### src/rtl/singlecycle_pkg.sv
// Shared LSU definitions: RV32I load/store funct3 codes, byte-mask constants,
// FSM state type and the request legality check.
package singlecycle_pkg;

  localparam logic [2:0] F3_B  = 3'b000;
  localparam logic [2:0] F3_H  = 3'b001;
  localparam logic [2:0] F3_W  = 3'b010;
  localparam logic [2:0] F3_BU = 3'b100;
  localparam logic [2:0] F3_HU = 3'b101;

  localparam logic [3:0] BMASK_B = 4'b0001;
  localparam logic [3:0] BMASK_H = 4'b0011;
  localparam logic [3:0] BMASK_W = 4'b1111;

  typedef enum logic [1:0] {IDLE, REQ, RESP} lsu_state_e;

  // Exactly one of ld/st, a funct3 that exists for that op, and natural alignment.
  function automatic logic req_legal(input logic       ld,
                                     input logic       st,
                                     input logic [2:0] f3,
                                     input logic [1:0] a_lo);
    logic f3_ok;
    logic aligned;
    f3_ok   = (f3 == F3_B) || (f3 == F3_H) || (f3 == F3_W) ||
              (ld && ((f3 == F3_BU) || (f3 == F3_HU)));
    aligned = !(((f3[1:0] == 2'b01) && a_lo[0]) ||
                ((f3[1:0] == 2'b10) && (a_lo != 2'b00)));
    return (ld ^ st) && f3_ok && aligned;
  endfunction

endpackage

### src/rtl/lsu_align.sv
// Combinational lane handling: store-data replication with byte mask, and
// load-lane extraction with sign/zero extension.
module lsu_align
  import singlecycle_pkg::*;
(
  input  logic [2:0]  st_funct3_i,
  input  logic [1:0]  st_addr_lo_i,
  input  logic [31:0] st_wdata_i,
  output logic [31:0] st_wdata_o,
  output logic [3:0]  st_bmask_o,
  input  logic [2:0]  ld_funct3_i,
  input  logic [1:0]  ld_addr_lo_i,
  input  logic [31:0] ld_word_i,
  output logic [31:0] ld_data_o
);

  logic [7:0]  ld_byte;
  logic [15:0] ld_half;

  always_comb begin
    st_wdata_o = st_wdata_i;
    st_bmask_o = BMASK_W;
    case (st_funct3_i[1:0])
      2'b00: begin
        st_wdata_o = {4{st_wdata_i[7:0]}};
        st_bmask_o = BMASK_B << st_addr_lo_i;
      end
      2'b01: begin
        st_wdata_o = {2{st_wdata_i[15:0]}};
        st_bmask_o = BMASK_H << st_addr_lo_i;
      end
      default: ;
    endcase
  end

  always_comb begin
    ld_byte = 8'(ld_word_i >> {ld_addr_lo_i, 3'b000});
    ld_half = ld_addr_lo_i[1] ? ld_word_i[31:16] : ld_word_i[15:0];
    case (ld_funct3_i)
      F3_B:    ld_data_o = {{24{ld_byte[7]}}, ld_byte};
      F3_H:    ld_data_o = {{16{ld_half[15]}}, ld_half};
      F3_BU:   ld_data_o = {24'h0, ld_byte};
      F3_HU:   ld_data_o = {16'h0, ld_half};
      default: ld_data_o = ld_word_i;
    endcase
  end

endmodule

### src/rtl/lsu_mem_init.sv
// Load/store initiator: turns core load/store pulses into data_mem VALID/READY
// transactions, stalls the core while pending and flags bad or timed-out accesses.
module lsu_mem_init
  import singlecycle_pkg::*;
#(
  parameter int unsigned ADDR_W      = 18,
  parameter int unsigned TIMEOUT_CYC = 255
) (
  input  logic              i_clk,
  input  logic              i_rst_n,
  input  logic              i_LD_REQ,
  input  logic              i_ST_REQ,
  input  logic [2:0]        i_FUNCT3,
  input  logic [31:0]       i_ADDR,
  input  logic [31:0]       i_WDATA,
  output logic [31:0]       o_LD_DATA,
  output logic              o_DONE,
  output logic              o_STALL,
  output logic              o_ERR,
  output logic [ADDR_W-1:0] o_MEM_ADDR,
  output logic [31:0]       o_MEM_WDATA,
  output logic [3:0]        o_MEM_BMASK,
  output logic              o_MEM_WREN,
  output logic              o_MEM_VALID,
  input  logic              i_MEM_READY,
  input  logic [31:0]       i_MEM_RDATA
);

  localparam int unsigned TW = (TIMEOUT_CYC > 1) ? $clog2(TIMEOUT_CYC + 1) : 1;

  lsu_state_e        state_q, state_d;
  logic [ADDR_W-1:0] addr_q, addr_d;
  logic [31:0]       wdata_q, wdata_d;
  logic [31:0]       rdata_q, rdata_d;
  logic [3:0]        bmask_q, bmask_d;
  logic              wren_q, wren_d;
  logic [2:0]        funct3_q, funct3_d;
  logic              err_q, err_d;
  logic [TW-1:0]     tcnt_q, tcnt_d;

  logic        req;
  logic        req_ok;
  logic        timeout_hit;
  logic [31:0] st_wdata;
  logic [3:0]  st_bmask;
  logic [31:0] ld_ext;

  lsu_align u_align (
    .st_funct3_i  (i_FUNCT3),
    .st_addr_lo_i (i_ADDR[1:0]),
    .st_wdata_i   (i_WDATA),
    .st_wdata_o   (st_wdata),
    .st_bmask_o   (st_bmask),
    .ld_funct3_i  (funct3_q),
    .ld_addr_lo_i (addr_q[1:0]),
    .ld_word_i    (rdata_q),
    .ld_data_o    (ld_ext)
  );

  assign req         = i_LD_REQ | i_ST_REQ;
  assign req_ok      = req_legal(i_LD_REQ, i_ST_REQ, i_FUNCT3, i_ADDR[1:0]) &&
                       ((i_ADDR >> ADDR_W) == 32'd0);
  assign timeout_hit = (TIMEOUT_CYC != 0) && ((32'(tcnt_q) + 32'd1) >= TIMEOUT_CYC);

  always_ff @(posedge i_clk or negedge i_rst_n) begin
    if (!i_rst_n) begin
      state_q  <= IDLE;
      addr_q   <= '0;
      wdata_q  <= '0;
      rdata_q  <= '0;
      bmask_q  <= '0;
      wren_q   <= 1'b0;
      funct3_q <= '0;
      err_q    <= 1'b0;
      tcnt_q   <= '0;
    end else begin
      state_q  <= state_d;
      addr_q   <= addr_d;
      wdata_q  <= wdata_d;
      rdata_q  <= rdata_d;
      bmask_q  <= bmask_d;
      wren_q   <= wren_d;
      funct3_q <= funct3_d;
      err_q    <= err_d;
      tcnt_q   <= tcnt_d;
    end
  end

  always_comb begin
    state_d  = state_q;
    addr_d   = addr_q;
    wdata_d  = wdata_q;
    rdata_d  = rdata_q;
    bmask_d  = bmask_q;
    wren_d   = wren_q;
    funct3_d = funct3_q;
    err_d    = 1'b0;
    tcnt_d   = tcnt_q;
    case (state_q)
      IDLE: begin
        if (req && req_ok) begin
          state_d  = REQ;
          addr_d   = i_ADDR[ADDR_W-1:0];
          funct3_d = i_FUNCT3;
          wren_d   = i_ST_REQ;
          wdata_d  = i_ST_REQ ? st_wdata : '0;
          bmask_d  = i_ST_REQ ? st_bmask : BMASK_W;
          tcnt_d   = '0;
        end else if (req) begin
          err_d = 1'b1;
        end
      end
      REQ: begin
        // READY on the final allowed cycle still completes; timeout only without it.
        if (i_MEM_READY) begin
          state_d = RESP;
          rdata_d = i_MEM_RDATA;
          tcnt_d  = '0;
        end else if (timeout_hit) begin
          state_d = IDLE;
          err_d   = 1'b1;
          tcnt_d  = '0;
        end else begin
          tcnt_d = tcnt_q + 1'b1;
        end
      end
      RESP:    state_d = IDLE;
      default: state_d = IDLE;
    endcase
  end

  always_comb begin
    o_MEM_VALID = (state_q == REQ);
    o_MEM_ADDR  = addr_q;
    o_MEM_WDATA = wdata_q;
    o_MEM_BMASK = bmask_q;
    o_MEM_WREN  = wren_q;
    o_DONE      = (state_q == RESP);
    o_LD_DATA   = ((state_q == RESP) && !wren_q) ? ld_ext : '0;
    o_STALL     = ((state_q == IDLE) && req && req_ok) || (state_q == REQ);
    o_ERR       = err_q;
  end

endmodule

### config.mk
export PLATFORM = sky130hd
export DESIGN_NAME = lsu_mem_init
export DESIGN_NICKNAME = d
export VERILOG_FILES = /design/src/rtl/singlecycle_pkg.sv /design/src/rtl/lsu_align.sv /design/src/rtl/lsu_mem_init.sv
export SDC_FILE = /design/constraint.sdc
export NUM_CORES = 1
export LEC_CHECK = 0
export CAP_MARGIN = 20
export CORE_ASPECT_RATIO = 1.75
export CORE_MARGIN = 2
export CORE_UTILIZATION = 40
export CTS_CLUSTER_SIZE = 24
export DETAILED_ROUTE_END_ITERATION = 12
export PLACE_DENSITY = 0.77
export SYNTH_ARGS = -nofsm -noshare
export SYNTH_HDL_FRONTEND = slang
export SYNTH_SLANG_ARGS = --single-unit
### constraint.sdc
create_clock -name i_clk -period 2.9 [get_ports i_clk]
set_input_delay 0.435 -clock i_clk [delete_from_list [all_inputs] [get_ports i_clk]]
set_output_delay 0.435 -clock i_clk [all_outputs]
set_load 0.02 [all_outputs]
==> results of run 1 <==
## stage by stage
| step | setup slack, ps | utilization | total power (W) | hold slack, ps |
|---|---|---|---|---|
| after floorplan | 16.9 | - | 0.00150 | 139 |
| after global placement | -599 | 0.589 | 0.00171 | 459 |
| after detailed placement | -640 | 0.589 | 0.00171 | 463 |
| after CTS | 37.8 | 0.613 | 0.00299 | 148 |
| after global routing | 20.7 | 0.613 | 0.00306 | 180 |
| final | 147 | 0.613 | 0.00294 | 138 |
## critical path: cells and delay by family (launching register included)
kind / cells / cell delay [ps]
simple gates: 1 / 90
buf+inv: 2 / 810
compound gates: 3 / 660
flops: 1 / 420
## state kept, by name, summed over array words and instances, names as in the netlist
name         flops
funct3_q         3
o_ERR            1
o_MEM_ADDR      18
o_MEM_BMASK      4
o_MEM_WDATA     32
o_MEM_WREN       1
rdata_q         32
state_q          2
tcnt_q           8
## metal layers
layer  wire (µm)  vias to the layer above  GRT usage  share of wire
met1        5660                     2358      0.264           0.36
met2        8510                      233      0.410           0.53
met4         721                        0      0.118          0.045
li1            -                     2338          -              -
met5           0                        -          0              0
met3        1030                       41     0.0462          0.065
## Yosys cell counts (all sizes together) (2+ instances only)
library cell / instances / area, µm²
mux2: 9 / 101
nand4: 2 / 12.5
a21o: 2 / 15.0
nor3: 3 / 15.0
o211ai: 2 / 15.0
a21oi: 29 / 149
nor2: 29 / 111
o21ai: 39 / 195
nand2b: 4 / 25.0
dfrtp: 101 / 2530
xor2: 2 / 17.5
nand3: 13 / 65.1
a2111oi: 2 / 36.3
a31oi: 10 / 62.6
and3: 2 / 12.5
o21bai: 2 / 15.0
nor3b: 2 / 15.0
nor4: 2 / 12.5
inv: 32 / 120
ha: 3 / 37.5
o31ai: 25 / 188
nor2b: 5 / 31.3
a221oi: 7 / 61.3
clkbuf: 26 / 97.6
o22ai: 2 / 12.5
mux2i: 26 / 260
a211o: 3 / 26.3
o221a: 7 / 78.8
and2: 2 / 12.5
buf: 13 / 95.1
nand2: 148 / 556
## power by group through the flow
stage               Sequential, W  Clock [W]  Combinational (W)
finish                    0.00141    0.00126           0.000274
global route              0.00141    0.00135           0.000296
CTS                       0.00141    0.00130           0.000277
detailed placement        0.00144          0           0.000276
global placement          0.00144          0           0.000272
floorplan                 0.00144          0          0.0000593
## logic make-up after synthesis
family / count (synthesis) / share of synthesized area
compound gates: 135 / 0.175
xor+xnor: 2 / 0.00343
fa+ha+maj: 3 / 0.00734
buf+inv: 72 / 0.0619
flops: 101 / 0.494
mux: 36 / 0.0751
simple gates: 218 / 0.183
## cell type report
| class | instances | area, µm² | share of cell area |
|---|---|---|---|
| Inverter | 33 | 125 | 0.0163 |
| Timing Repair Buffer | 226 | 2200 | 0.287 |
| Clock buffer | 10 | 229 | 0.0299 |
| Tap cell | 168 | 210 | 0.0274 |
| Sequential cell | 101 | 2530 | 0.330 |
| Clock inverter | 5 | 83.8 | 0.0109 |
| Multi-Input combinational cell | 394 | 2290 | 0.299 |
## what timing repair did
item / CTS / global route
resized for setup: 25 / 8
buffers inserted: 1 / 0
pin swaps: 2 / 0
endpoints found under the setup margin: 17 / 12
## worst paths after layout
path | cells after the start | start | endpoint
min in group i_clk | 2 | o_MEM_ADDR[5] | o_MEM_ADDR[5]
max reg2reg | 8 | tcnt_q[0] | tcnt_q[3]
min | 1 | i_rst_n | o_MEM_WDATA[28]
min reg2reg | 2 | o_MEM_ADDR[5] | o_MEM_ADDR[5]
max | 6 | o_MEM_ADDR[1] | o_LD_DATA[4]
max in group asynchronous | 2 | i_rst_n | funct3_q[0]
==> impl_metrics.env, run 1 <==
export IMPL_fill_cells=1087
export IMPL_cts_tree="done"
export IMPL_route_detailed_drc=0
export IMPL_synthArstFlopShare=1.00
export IMPL_cpMaxStageDelayCell="clkdlybuf4s50_1"
export IMPL_cts_hold_buf=0
export IMPL_synth_distinct_cells=51
export IMPL_die_h_um=154
export IMPL_fp_dieW_um=89.5
export IMPL_num_vias=4970
export IMPL_worstSetupStartpointType="flop"
export IMPL_gp_congestion=0.941
export IMPL_num_nets_final=872
export IMPL_synthCells=567
export IMPL_cap_violations=0
export IMPL_yosys_warnings=0
export IMPL_grt_max_degree=62
export IMPL_hold_class="input pin to async pin"
export IMPL_p_sw_frac=0.210
export IMPL_cp_arrival_ps=2320
export IMPL_mostFrequentLayoutCells="173 x clkdlybuf4s50_1, 148 x nand2_1, 100 x dfrtp_1, 33 x o21ai_0, 31 x inv_1"
export IMPL_final_cell_count_no_fill=937
export IMPL_wl_um=15900
export IMPL_synth_seq_cells=101
export IMPL_finalHoldViolCount=0
export IMPL_dr_pass1_iters=5
export IMPL_rows=54
export IMPL_ios=195
export IMPL_drt_iter0_markers=228
export IMPL_power_density_mw_per_mm2=384
export IMPL_finalSetupTns_ps=0
export IMPL_period_minus_slack_ps=2750
export IMPL_overflow=0
export IMPL_area_growth_pct=49.9
export IMPL_coreArea_mm2=0.0125
export IMPL_status="finished clean"
export IMPL_vias_per_cell=5.30
export IMPL_maxSlewViolCount=0
export IMPL_critPathMaxStageDelay_ps=600
export IMPL_synth_main_ff_cell="dfrtp_1"
export IMPL_max_freq_ghz=0.363
export IMPL_p_int_w=0.00233
export IMPL_synth_edf_count=0
export IMPL_post_dp_cell_area_mm2=0.00736
export IMPL_synth_nets=674
export IMPL_grt_usage=0.235
export IMPL_hpwlAfterDp_um=12200
export IMPL_setup_viol=0
export IMPL_crit_path_cell_trace="buf_4 > o21ai_1 > nor2_1 > a31oi_1 > o221a_2 > clkdlybuf4s50_1"
export IMPL_r2r_slack_ps=690
export IMPL_start_util=0.409
export IMPL_grt_pass1_wl_um=25000
export IMPL_cp_end_kind="output pin"
export IMPL_clk_insertion_delay_late_ps=340
export IMPL_combPwrFrac=0.093
export IMPL_rsz0062_at_grt="false"
export IMPL_num_antenna_cells=0
export IMPL_synth_area_per_cell_um2=9.02
export IMPL_clock_root_buffer="clkbuf_16"
export IMPL_cp_required_ps=2470
export IMPL_fin_crit_sh=0.949
export IMPL_cts_buffer_depth=2
export IMPL_dp_cells=921
export IMPL_final_area_mm2=0.00766
export IMPL_cts_inserted_buffers=9
export IMPL_drive_gt1_frac=0.0988
export IMPL_die_area_mm2=0.0137
export IMPL_io_buffer_count=194
export IMPL_wl_per_cell_um=17.0
export IMPL_p_leak_nw=3.60
export IMPL_synth_seq_area_share=0.494
export IMPL_p_switching_w=0.000617
export IMPL_htreeDepth=3
export IMPL_critPathMaxFanout=17
export IMPL_clock_power_share=0.428
export IMPL_grt_pass1_vias=5043
export IMPL_mostFrequentLayoutCell="clkdlybuf4s50_1"
export IMPL_peakVddDrop_v=0.000242
export IMPL_netlist_area_mm2=0.00511
export IMPL_worst_pin_slew_ps=834
export IMPL_critPathKind="flop to output pin"
export IMPL_clock_skew_final_ps=8.03
export IMPL_ant_nets=0
export IMPL_relSlewSlack=0.442
export IMPL_antenna_found_initial=0
export IMPL_seqPwrFrac=0.479
export IMPL_clkTransAtPathRegs_ps=70
export IMPL_cts_sinks=101
(Power assumes the default switching activity.)
==> run 2: changes to the inputs <==
- SLEW_MARGIN: unset -> 20
==> results of run 2 <==
Final layout, timing and power as in run 1 (identical DEF).
